==> src/rtl/module_status_streamer_pkg.sv <==
// Shared definitions for the module status streamer: state codes, ASCII
// constants, the state field width and the FSM state type.
package module_status_streamer_pkg;

  localparam int STATE_W = 2;

  localparam logic [STATE_W-1:0] ST_IDLE = 2'd0;
  localparam logic [STATE_W-1:0] ST_ARMD = 2'd1;
  localparam logic [STATE_W-1:0] ST_DONE = 2'd2;
  localparam logic [STATE_W-1:0] ST_FAIL = 2'd3;

  localparam logic [7:0] ASCII_COLON   = 8'h3A;
  localparam logic [7:0] ASCII_SPACE   = 8'h20;
  localparam logic [7:0] ASCII_NEWLINE = 8'h0A;

  // char_idx positions within one 7-byte module field; 7 marks the trailing newline
  localparam logic [2:0] CHAR_HEX_IDX     = 3'd0;
  localparam logic [2:0] CHAR_COLON_IDX   = 3'd1;
  localparam logic [2:0] CHAR_SPACE_IDX   = 3'd6;
  localparam logic [2:0] CHAR_NEWLINE_IDX = 3'd7;

  typedef enum logic [1:0] {
    S_IDLE,
    S_EMIT,
    S_DONE
  } stream_state_e;

  function automatic logic [7:0] hex_digit(input logic [3:0] v);
    return (v < 4'd10) ? (8'h30 + {4'h0, v}) : (8'h37 + {4'h0, v});
  endfunction

endpackage

==> src/rtl/module_status_streamer_status_word_rom.sv <==
// Four-letter status word lookup: (state code, letter index) -> ASCII byte.
module status_word_rom
  import module_status_streamer_pkg::*;
(
  input  logic [STATE_W-1:0] state_code,
  input  logic [1:0]         letter_idx,
  output logic [7:0]         ascii
);

  logic [31:0] word;

  always_comb begin
    case (state_code)
      ST_IDLE: word = "IDLE";
      ST_ARMD: word = "ARMD";
      ST_DONE: word = "DONE";
      default: word = "FAIL";
    endcase
    // letter 0 is the most significant byte of the packed string
    ascii = word[{~letter_idx, 3'b000} +: 8];
  end

endmodule

==> src/rtl/module_status_streamer.sv <==
// Snapshots NUM_MODULES packed module states and streams them as one ASCII
// status line over a valid/ready byte interface.
//
//   state  | meaning
//   S_IDLE | waiting for send, a pending request or (AUTO_SEND) a state change
//   S_EMIT | presenting frame bytes, one per accepted transfer
//   S_DONE | one-cycle frame_done pulse before returning to S_IDLE
module module_status_streamer
  import module_status_streamer_pkg::*;
#(
  parameter int NUM_MODULES = 4,
  parameter bit AUTO_SEND   = 1
) (
  input  logic                           clk,
  input  logic                           reset,
  input  logic [STATE_W*NUM_MODULES-1:0] states_in,
  input  logic                           send,
  output logic [7:0]                     char_out,
  output logic                           char_valid,
  input  logic                           char_ready,
  output logic                           char_last,
  output logic                           busy,
  output logic                           frame_done
);

  localparam int         SW       = STATE_W * NUM_MODULES;
  localparam logic [3:0] LAST_MOD = 4'(NUM_MODULES - 1);

  stream_state_e state;
  logic [SW-1:0] shadow;
  logic [SW-1:0] last_sent;
  logic          pend_req;
  logic [3:0]    module_idx;
  logic [2:0]    char_idx;

  logic          start;
  logic          xfer;
  logic [3:0]    nxt_module;
  logic [2:0]    nxt_char;
  logic [SW-1:0] src_states;
  logic [1:0]    rom_code;
  logic [1:0]    rom_letter;
  logic [7:0]    rom_ascii;
  logic [7:0]    nxt_byte;

  assign start = (state == S_IDLE) &&
                 (send || pend_req || (AUTO_SEND && (states_in != last_sent)));
  assign xfer  = char_valid && char_ready;

  // Position of the byte to be loaded at the next advance; in S_IDLE that is
  // the first byte, taken from the live inputs that are about to be snapshotted.
  always_comb begin
    nxt_module = module_idx;
    nxt_char   = char_idx + 3'd1;
    src_states = shadow;
    if (state == S_IDLE) begin
      nxt_module = '0;
      nxt_char   = CHAR_HEX_IDX;
      src_states = states_in;
    end else if (char_idx == CHAR_SPACE_IDX) begin
      if (module_idx == LAST_MOD) begin
        nxt_char = CHAR_NEWLINE_IDX;
      end else begin
        nxt_module = module_idx + 4'd1;
        nxt_char   = CHAR_HEX_IDX;
      end
    end
  end

  always_comb begin
    rom_code = '0;
    for (int i = 0; i < NUM_MODULES; i++) begin
      if (nxt_module == 4'(i)) rom_code = src_states[STATE_W*i +: STATE_W];
    end
  end

  assign rom_letter = 2'(nxt_char - 3'd2);

  status_word_rom u_word_rom (
    .state_code (rom_code),
    .letter_idx (rom_letter),
    .ascii      (rom_ascii)
  );

  always_comb begin
    case (nxt_char)
      CHAR_HEX_IDX:     nxt_byte = hex_digit(nxt_module);
      CHAR_COLON_IDX:   nxt_byte = ASCII_COLON;
      CHAR_SPACE_IDX:   nxt_byte = ASCII_SPACE;
      CHAR_NEWLINE_IDX: nxt_byte = ASCII_NEWLINE;
      default:          nxt_byte = rom_ascii;
    endcase
  end

  always_ff @(posedge clk) begin
    if (reset) begin
      state      <= S_IDLE;
      shadow     <= '0;
      last_sent  <= '0;
      pend_req   <= 1'b0;
      module_idx <= '0;
      char_idx   <= '0;
      char_out   <= 8'h00;
      char_valid <= 1'b0;
      char_last  <= 1'b0;
      busy       <= 1'b0;
      frame_done <= 1'b0;
    end else begin
      frame_done <= 1'b0;
      case (state)
        S_IDLE: begin
          if (start) begin
            shadow     <= states_in;
            last_sent  <= states_in;
            pend_req   <= 1'b0;
            module_idx <= nxt_module;
            char_idx   <= nxt_char;
            char_out   <= nxt_byte;
            char_valid <= 1'b1;
            char_last  <= 1'b0;
            busy       <= 1'b1;
            state      <= S_EMIT;
          end
        end
        S_EMIT: begin
          if (send) pend_req <= 1'b1;
          if (xfer) begin
            if (char_last) begin
              char_valid <= 1'b0;
              char_last  <= 1'b0;
              busy       <= 1'b0;
              frame_done <= 1'b1;
              state      <= S_DONE;
            end else begin
              module_idx <= nxt_module;
              char_idx   <= nxt_char;
              char_out   <= nxt_byte;
              char_last  <= (nxt_char == CHAR_NEWLINE_IDX);
            end
          end
        end
        S_DONE: begin
          if (send) pend_req <= 1'b1;
          state <= S_IDLE;
        end
        default: state <= S_IDLE;
      endcase
    end
  end

endmodule

==> config.mk <==
export PLATFORM = sky130hd
export DESIGN_NAME = module_status_streamer
export DESIGN_NICKNAME = d
export VERILOG_FILES = /design/src/rtl/module_status_streamer_pkg.sv /design/src/rtl/module_status_streamer_status_word_rom.sv /design/src/rtl/module_status_streamer.sv
export SDC_FILE = /design/constraint.sdc
export NUM_CORES = 1
export LEC_CHECK = 0
export CAP_MARGIN = 15
export CORE_MARGIN = 2
export CORE_UTILIZATION = 25
export CTS_BUF_LIST = sky130_fd_sc_hd__clkbuf_4
export DETAILED_ROUTE_END_ITERATION = 8
export GPL_TIMING_DRIVEN = 0
export MAX_ROUTING_LAYER = met4
export PLACE_DENSITY = 0.44
export SYNTH_ARGS = -nofsm -noshare
export SYNTH_HDL_FRONTEND = slang
export SYNTH_SLANG_ARGS = --single-unit
==> constraint.sdc <==
create_clock -name clk -period 8.3 [get_ports clk]
set_clock_uncertainty 0.15 [all_clocks]
set_input_delay 1.66 -clock clk [delete_from_list [all_inputs] [get_ports clk]]
set_output_delay 1.66 -clock clk [all_outputs]
set_load 0.005 [all_outputs]
==> results of run 1 <==
where the power goes:
group / internal (uW) / switching, uW / total, uW
Combinational: 62.8 / 75.5 / 138
Clock: 48.9 / 46.1 / 95.0
Sequential: 146 / 8.24 / 155
stage by stage:
step	worst slack, ns	hold WS, ns	cell area [um2]
floorplan	4.38	0.300	2120
global placement	3.50	0.311	2470
detailed placement	3.54	0.316	2470
CTS	3.61	0.341	2520
global route	3.20	0.386	2520
finish	3.61	0.338	2520
cell families (layout without fill, tap and decap cells):
family	count (synthesis)	count (layout)	synth area share
and+or+nand+nor	83	83	0.223
AOI/OAI and AO/OA	72	72	0.236
DFF	28	28	0.265
buffers and inverters	27	53	0.0585
muxes	20	20	0.0969
adders and majority gates	14	14	0.0827
xor gates and xnor gates	9	9	0.0372
other	1	1	0.00177
sequential cells by signal, indices dropped and copies added (netlist names):
| name | cells |
|---|---|
| busy | 1 |
| char_idx | 3 |
| char_last | 1 |
| char_out | 7 |
| frame_done | 1 |
| last_sent | 8 |
| module_idx | 4 |
| pend_req | 1 |
| state | 2 |
worst paths after layout:
check,end,slack [ns],cells after the start
min,char_out[3],0.34,2
min reg2reg,char_out[3],0.34,2
max reg2reg,char_out[3],3.61,18
max,char_out[3],3.61,18
routing by layer:
| metal | GRT usage | wire length [um] | vias to the layer above |
|---|---|---|---|
| li1 | - | - | 974 |
| met1 | 0.186 | 3010 | 888 |
| met2 | 0.226 | 2670 | 30 |
| met3 | 0.0125 | 151 | 7 |
| met4 | 0.0381 | 69 | 0 |
| met5 | - | 0 | - |
synth_stat cells (3+ instances only):
| cell | instances |
|---|---|
| a21oi_1 | 8 |
| o21a_1 | 3 |
| o21ai_0 | 16 |
| a31o_2 | 3 |
| nand3_1 | 9 |
| a31oi_1 | 4 |
| nor2_1 | 25 |
| xnor2_1 | 7 |
| a211oi_1 | 3 |
| o21ai_1 | 4 |
| nand2_1 | 14 |
| nand4_1 | 3 |
| clkbuf_1 | 4 |
| mux2i_1 | 18 |
| inv_1 | 14 |
| a21oi_2 | 4 |
| o211ai_1 | 4 |
| nor3_1 | 5 |
| a21o_1 | 3 |
| dfxtp_1 | 28 |
| nand2b_1 | 4 |
| buf_2 | 3 |
| buf_4 | 5 |
| nor3b_1 | 3 |
| and3b_1 | 3 |
| ha_1 | 14 |
worst reg2reg max path, cell delays in order (launching register included):
cell and delay [ns]:
dfxtp_1 0.39, inv_1 0.13, ha_1 0.33, nand2_4 0.14
or3_1 0.38, a21oi_2 0.34, inv_1 0.16, ha_1 0.27
or4b_1 0.52, o311ai_1 0.20, o21ai_0 0.25, nor2b_1 0.25
ha_1 0.27, inv_1 0.08, a31oi_1 0.17, nor2_1 0.05
o21ai_0 0.25, nand3_1 0.15, a21oi_1 0.17
cell type report:
| type | instances | area share |
|---|---|---|
| Multi-Input combinational cell | 199 | 0.568 |
| Sequential cell | 28 | 0.222 |
| Timing Repair Buffer | 22 | 0.0873 |
| Tap cell | 105 | 0.0521 |
| Buffer | 13 | 0.0283 |
| Inverter | 14 | 0.0208 |
| Clock inverter | 1 | 0.0119 |
| Clock buffer | 3 | 0.00893 |
==> metrics, run 1 <==
run status completed; gp weighted congestion 0.857; die height 96.1 um; Max-Cap Viols 0; Critical-path top delay cell or4b_1; RSZ-0062 raised after global routing false; cell family with most CP delay simple AND/OR/NAND/NOR gates; first-pass GRT wire length 9600 um; CTS Hold Bufs 0; Clock Tree Buf Depth 2; sum of negative setup slack 0 ns; Area Overhead vs Synth 19.1%; Mapped Cells 254; vias in the first global route 1,864; GRT Resource Usage Total 0.139; clock slew at the register clock pins of the worst setup and hold paths 0.18 ns; crit-path cells inv_1 > ha_1 > nand2_4 > or3_1 > a21oi_2 > inv_1 > ha_1 > or4b_1 > o311ai_1 > o21ai_0 > nor2b_1 > ha_1 > inv_1 > a31oi_1 > nor2_1 > o21ai_0 > nand3_1 > a21oi_1; most common cell after layout, fill and taps aside dfxtp_1; Syn Area/Cell 8.34 um2; leakage power 0.00101 uW; Overflow after GRT 0; VDD IR max 0.0000578 V; postcts setup bufs 0; crit path kind reg2reg; CTS resizes 0; Worst Tran Pin Value 0.633 ns; area of the multi-input gates 1430 um2; layout cells sized above 1 0.118; Slowest Stage Delay on Critical Path 0.52 ns; # diodes 0; WP buf/inv 3; Via Count 1,899; Achievable Freq 0.213 GHz; Worst-Skew Late Latency 0.35 ns; Worst setup EP type flip-flop; Post-Syn Nets 280; Yosys Warn Count 0; Power Dens Cells 154 nW/um2; critical path required time 8.45 ns; hold_sp char_out[3]; crit-path max FO 10; Worst Path Arrival 4.84 ns; initial drt markers 76; antenna violations before repair 0; Power Total 388 uW; I/O Buffers 22; # fillers 877; Routed Antenna Nets 0; post-synth top area cell dfxtp_1; commonest cells after routing, fill and taps aside 28 x dfxtp_1, 25 x nor2_1, 22 x clkdlybuf4s50_1; total area of sequential cells 561 um2; fin util 0.307; post-synthesis async set-or-reset flop share 0; Synth cell types 62; initial core utilization 0.258; CP startpoint kind flip-flop; DPL Wire Length 4640 um; Setup Viol. Count Final 0; Hold Vio Cnt, Final 0; CTS tree built; DRC errors left 0; drt total wl 5900 um; post-synth top area share 0.265; fin cells 385; Final min period 4.69 ns; post-synthesis register bit count 28; Core ar. 8220 um2; Num CTS Buffers 3; htree depth 1; R2R Path Start char_idx[0]; Sink Count 28; Critical Path Source char_idx[0]; ys flop type dfxtp_1; 1st-pass router iterations 4; Tcrit/Tclk final 0.565; Die X 96.1 um; # IOs 24; worst hold path type reg2reg; final net count 307; worst rel slew slack 0.578; synth top area cells dfxtp_1 26%, mux2i_1 8.5%, ha_1 8.3%, nor2_1 4.4%, o21ai_0 3.8%; largest net degree at the start of global routing 17; Syn Std Cell Area 2120 um2; Root Driver clkbuf_4; Pins Over Slew Limit 0; mean routed wirelength per cell 15.3 um; Post-synth EDFFs 0; vias per inst 4.93; Inst Count DP 381; Rows 33; sequential element share of the synthesized area 0.265; Die Area 9230 um2
No activity file was read; power rests on OpenSTA's default activity.
==> run 2, diff against run 1 <==
- PLACE_DENSITY: 0.44 -> 0.45
- clock period: 8.3 -> 4.2 ns (I/O delays scaled with it)
==> metrics, run 2 (synthesized netlist as in run 1, its figures left out) <==
max reg flops 8 (unchanged); Tcrit/Tclk final 0.944 (+0.379); commonest cells after routing, fill and taps aside 27 x dfxtp_1, 25 x nor2_1, 22 x clkdlybuf4s50_1; vias in the first global route 1,902 (+2.0%); 1st-pass router iterations 4 (unchanged); most common cell after layout, fill and taps aside dfxtp_1; sum of negative setup slack 0 ns (unchanged); clock group share of total power 0.164 (-0.081); vias per inst 4.99 (+1.1%); # IOs 24 (unchanged); DPL Wire Length 4640 um (about the same); die height 96.1 um (unchanged); Achievable Freq 0.252 GHz (+18%); leakage power 0.00105 uW (+3.8%); routing usage on met2 0.227 (+0.00116); drt total wl 6150 um (+4.3%); CTS Hold Bufs 0 (unchanged); Root Driver clkbuf_4; Finished Cell Area 2600 um2 (+3.2%); crit path kind reg2reg; Pins Over Slew Limit 0 (unchanged); initial drt markers 120 (+58%); Final min period 3.96 ns (-0.725 ns); Sink Count 28 (unchanged); Num CTS Buffers 3 (unchanged); I/O Buffers 22 (unchanged); DRC errors left 0 (unchanged); Cell Area, Placed 2470 um2 (unchanged); Power Dens Cells 276 nW/um2 (+79%); M1 GR Usage 0.190 (+0.00371); Worst Path Arrival 4.10 ns (-0.74 ns); internal power 460 uW (+78%); gr busiest metal met2; Setup Viol. Count Final 0 (unchanged); Die X 96.1 um (unchanged); Top Registers last_sent: 8 flops, char_out: 7 flops, module_idx: 4 flops; Clock Tree Buf Depth 2 (unchanged); Power Total 717 uW (+85%); met3 Use GR 0.0196 (+0.00705); hold_ws 0.334 ns (-0.00373 ns); Max-Cap Viols 0 (unchanged); Worst setup EP type flip-flop; critical path required time 4.33 ns (-4.12 ns); worst rel slew slack 0.585 (+0.00668); Routed Antenna Nets 0 (unchanged); CP startpoint kind flip-flop; largest net degree at the start of global routing 15 (-2); Hold Vio Cnt, Final 0 (unchanged); final net count 316 (+2.9%); initial core utilization 0.258 (unchanged); CTS tree built; Switch Pwr 257 uW (+98%); fin util 0.317 (+0.00975); part of the power in registers 0.428 (+0.029); RSZ-0062 raised after global routing false; Worst Tran Pin Value 0.623 ns (-0.0100 ns); layout cells sized above 1 0.170 (+0.0523); gp weighted congestion 0.860 (+0.29%); Core ar. 8220 um2 (unchanged); VDD IR max 0.0000705 V (+22%); antenna violations before repair 0 (unchanged); combinational share of power 0.408 (+0.052); Via Count 1,960 (+3.2%); crit-path max FO 10 (unchanged); first-pass GRT wire length 9780 um (+1.9%); # diodes 0 (unchanged); Overflow after GRT 0 (unchanged); switching share of power 0.358 (+0.0235); Die Area 9230 um2 (unchanged); mean routed wirelength per cell 15.7 um (+2.2%); Rows 33 (unchanged); Area Overhead vs Synth 22.9%; GRT Resource Usage Total 0.142 (+0.00250); Worst-Skew Late Latency 0.33 ns (-0.02 ns); run status completed; htree depth 1 (unchanged); clock slew at the register clock pins of the worst setup and hold paths 0.16 ns (-0.02 ns); worst hold path type reg2reg; Biggest register last_sent
-- run 2: cell type report --
type,count,area [um2]
sequential,28,562
fill,888,5610
tap,105,131
multi-input combinational,199,1480
inverter,14,52.6
timing repair buffer,31,288
clock buffer,3,22.5
buffer,13,71.3
-- run 2: routing by layer --
metal | routed length [um] | vias to the layer above
li1 | - | 989
met1 | 3090 | 924
met2 | 2760 | 39
met3 | 206 | 8
met4 | 93 | 0
met5 | 0 | -
-- run 2: metrics by stage --
| step | instances | worst slack (ns) |
|---|---|---|
| 2_1_floorplan | 254 | 0.285 |
| 5_1_grt | 393 | 0.0218 |
| 6_report | 393 | 0.235 |
| 3_5_place_dp | 381 | -0.399 |
| 3_3_place_gp | 381 | -0.394 |
| 4_1_cts | 392 | 0.0160 |
-- run 2: what timing repair did --
| action | 4_1_cts | 5_1_grt |
|---|---|---|
| setup endpoints to repair | 4 | 4 |
| pin swaps | 2 | 1 |
| gates resized for setup | 6 | 6 |
| setup buffers | 8 | 1 |
| gates cloned | 0 | 0 |
-- run 2: path summary, 6_finish.rpt --
check,from,endpoint,slack (ns),depth (start not counted)
hold reg to reg,char_out[3],char_out[3],0.33,2
setup reg to reg,char_idx[0],char_out[0],0.24,18
setup / recovery,char_idx[0],char_out[0],0.24,18
hold / removal,char_out[3],char_out[3],0.33,2
-- run 2: power by group through the flow --
| stage | Clock, uW | Combinational [uW] | Sequential, uW |
|---|---|---|---|
| floorplan | 0 | 181 | 309 |
| global placement | 0 | 276 | 312 |
| detailed placement | 0 | 277 | 313 |
| CTS | 126 | 294 | 307 |
| global route | 136 | 326 | 310 |
| finish | 117 | 293 | 307 |
-- run 2: worst max-delay path, cell delays in order (launching register included) --
cell,delay (ns)
dfxtp_2,0.38
inv_2,0.10
ha_4,0.19
nand2_4,0.10
or3_1,0.40
a21oi_4,0.17
inv_1,0.10
ha_2,0.22
or4b_1,0.54
o311ai_2,0.17
o21ai_2,0.14
nor2b_2,0.18
ha_1,0.19
nor2_1,0.05
o21a_1,0.15
o21ai_0,0.16
o311ai_1,0.12
a211o_1,0.29
a21oi_2,0.11
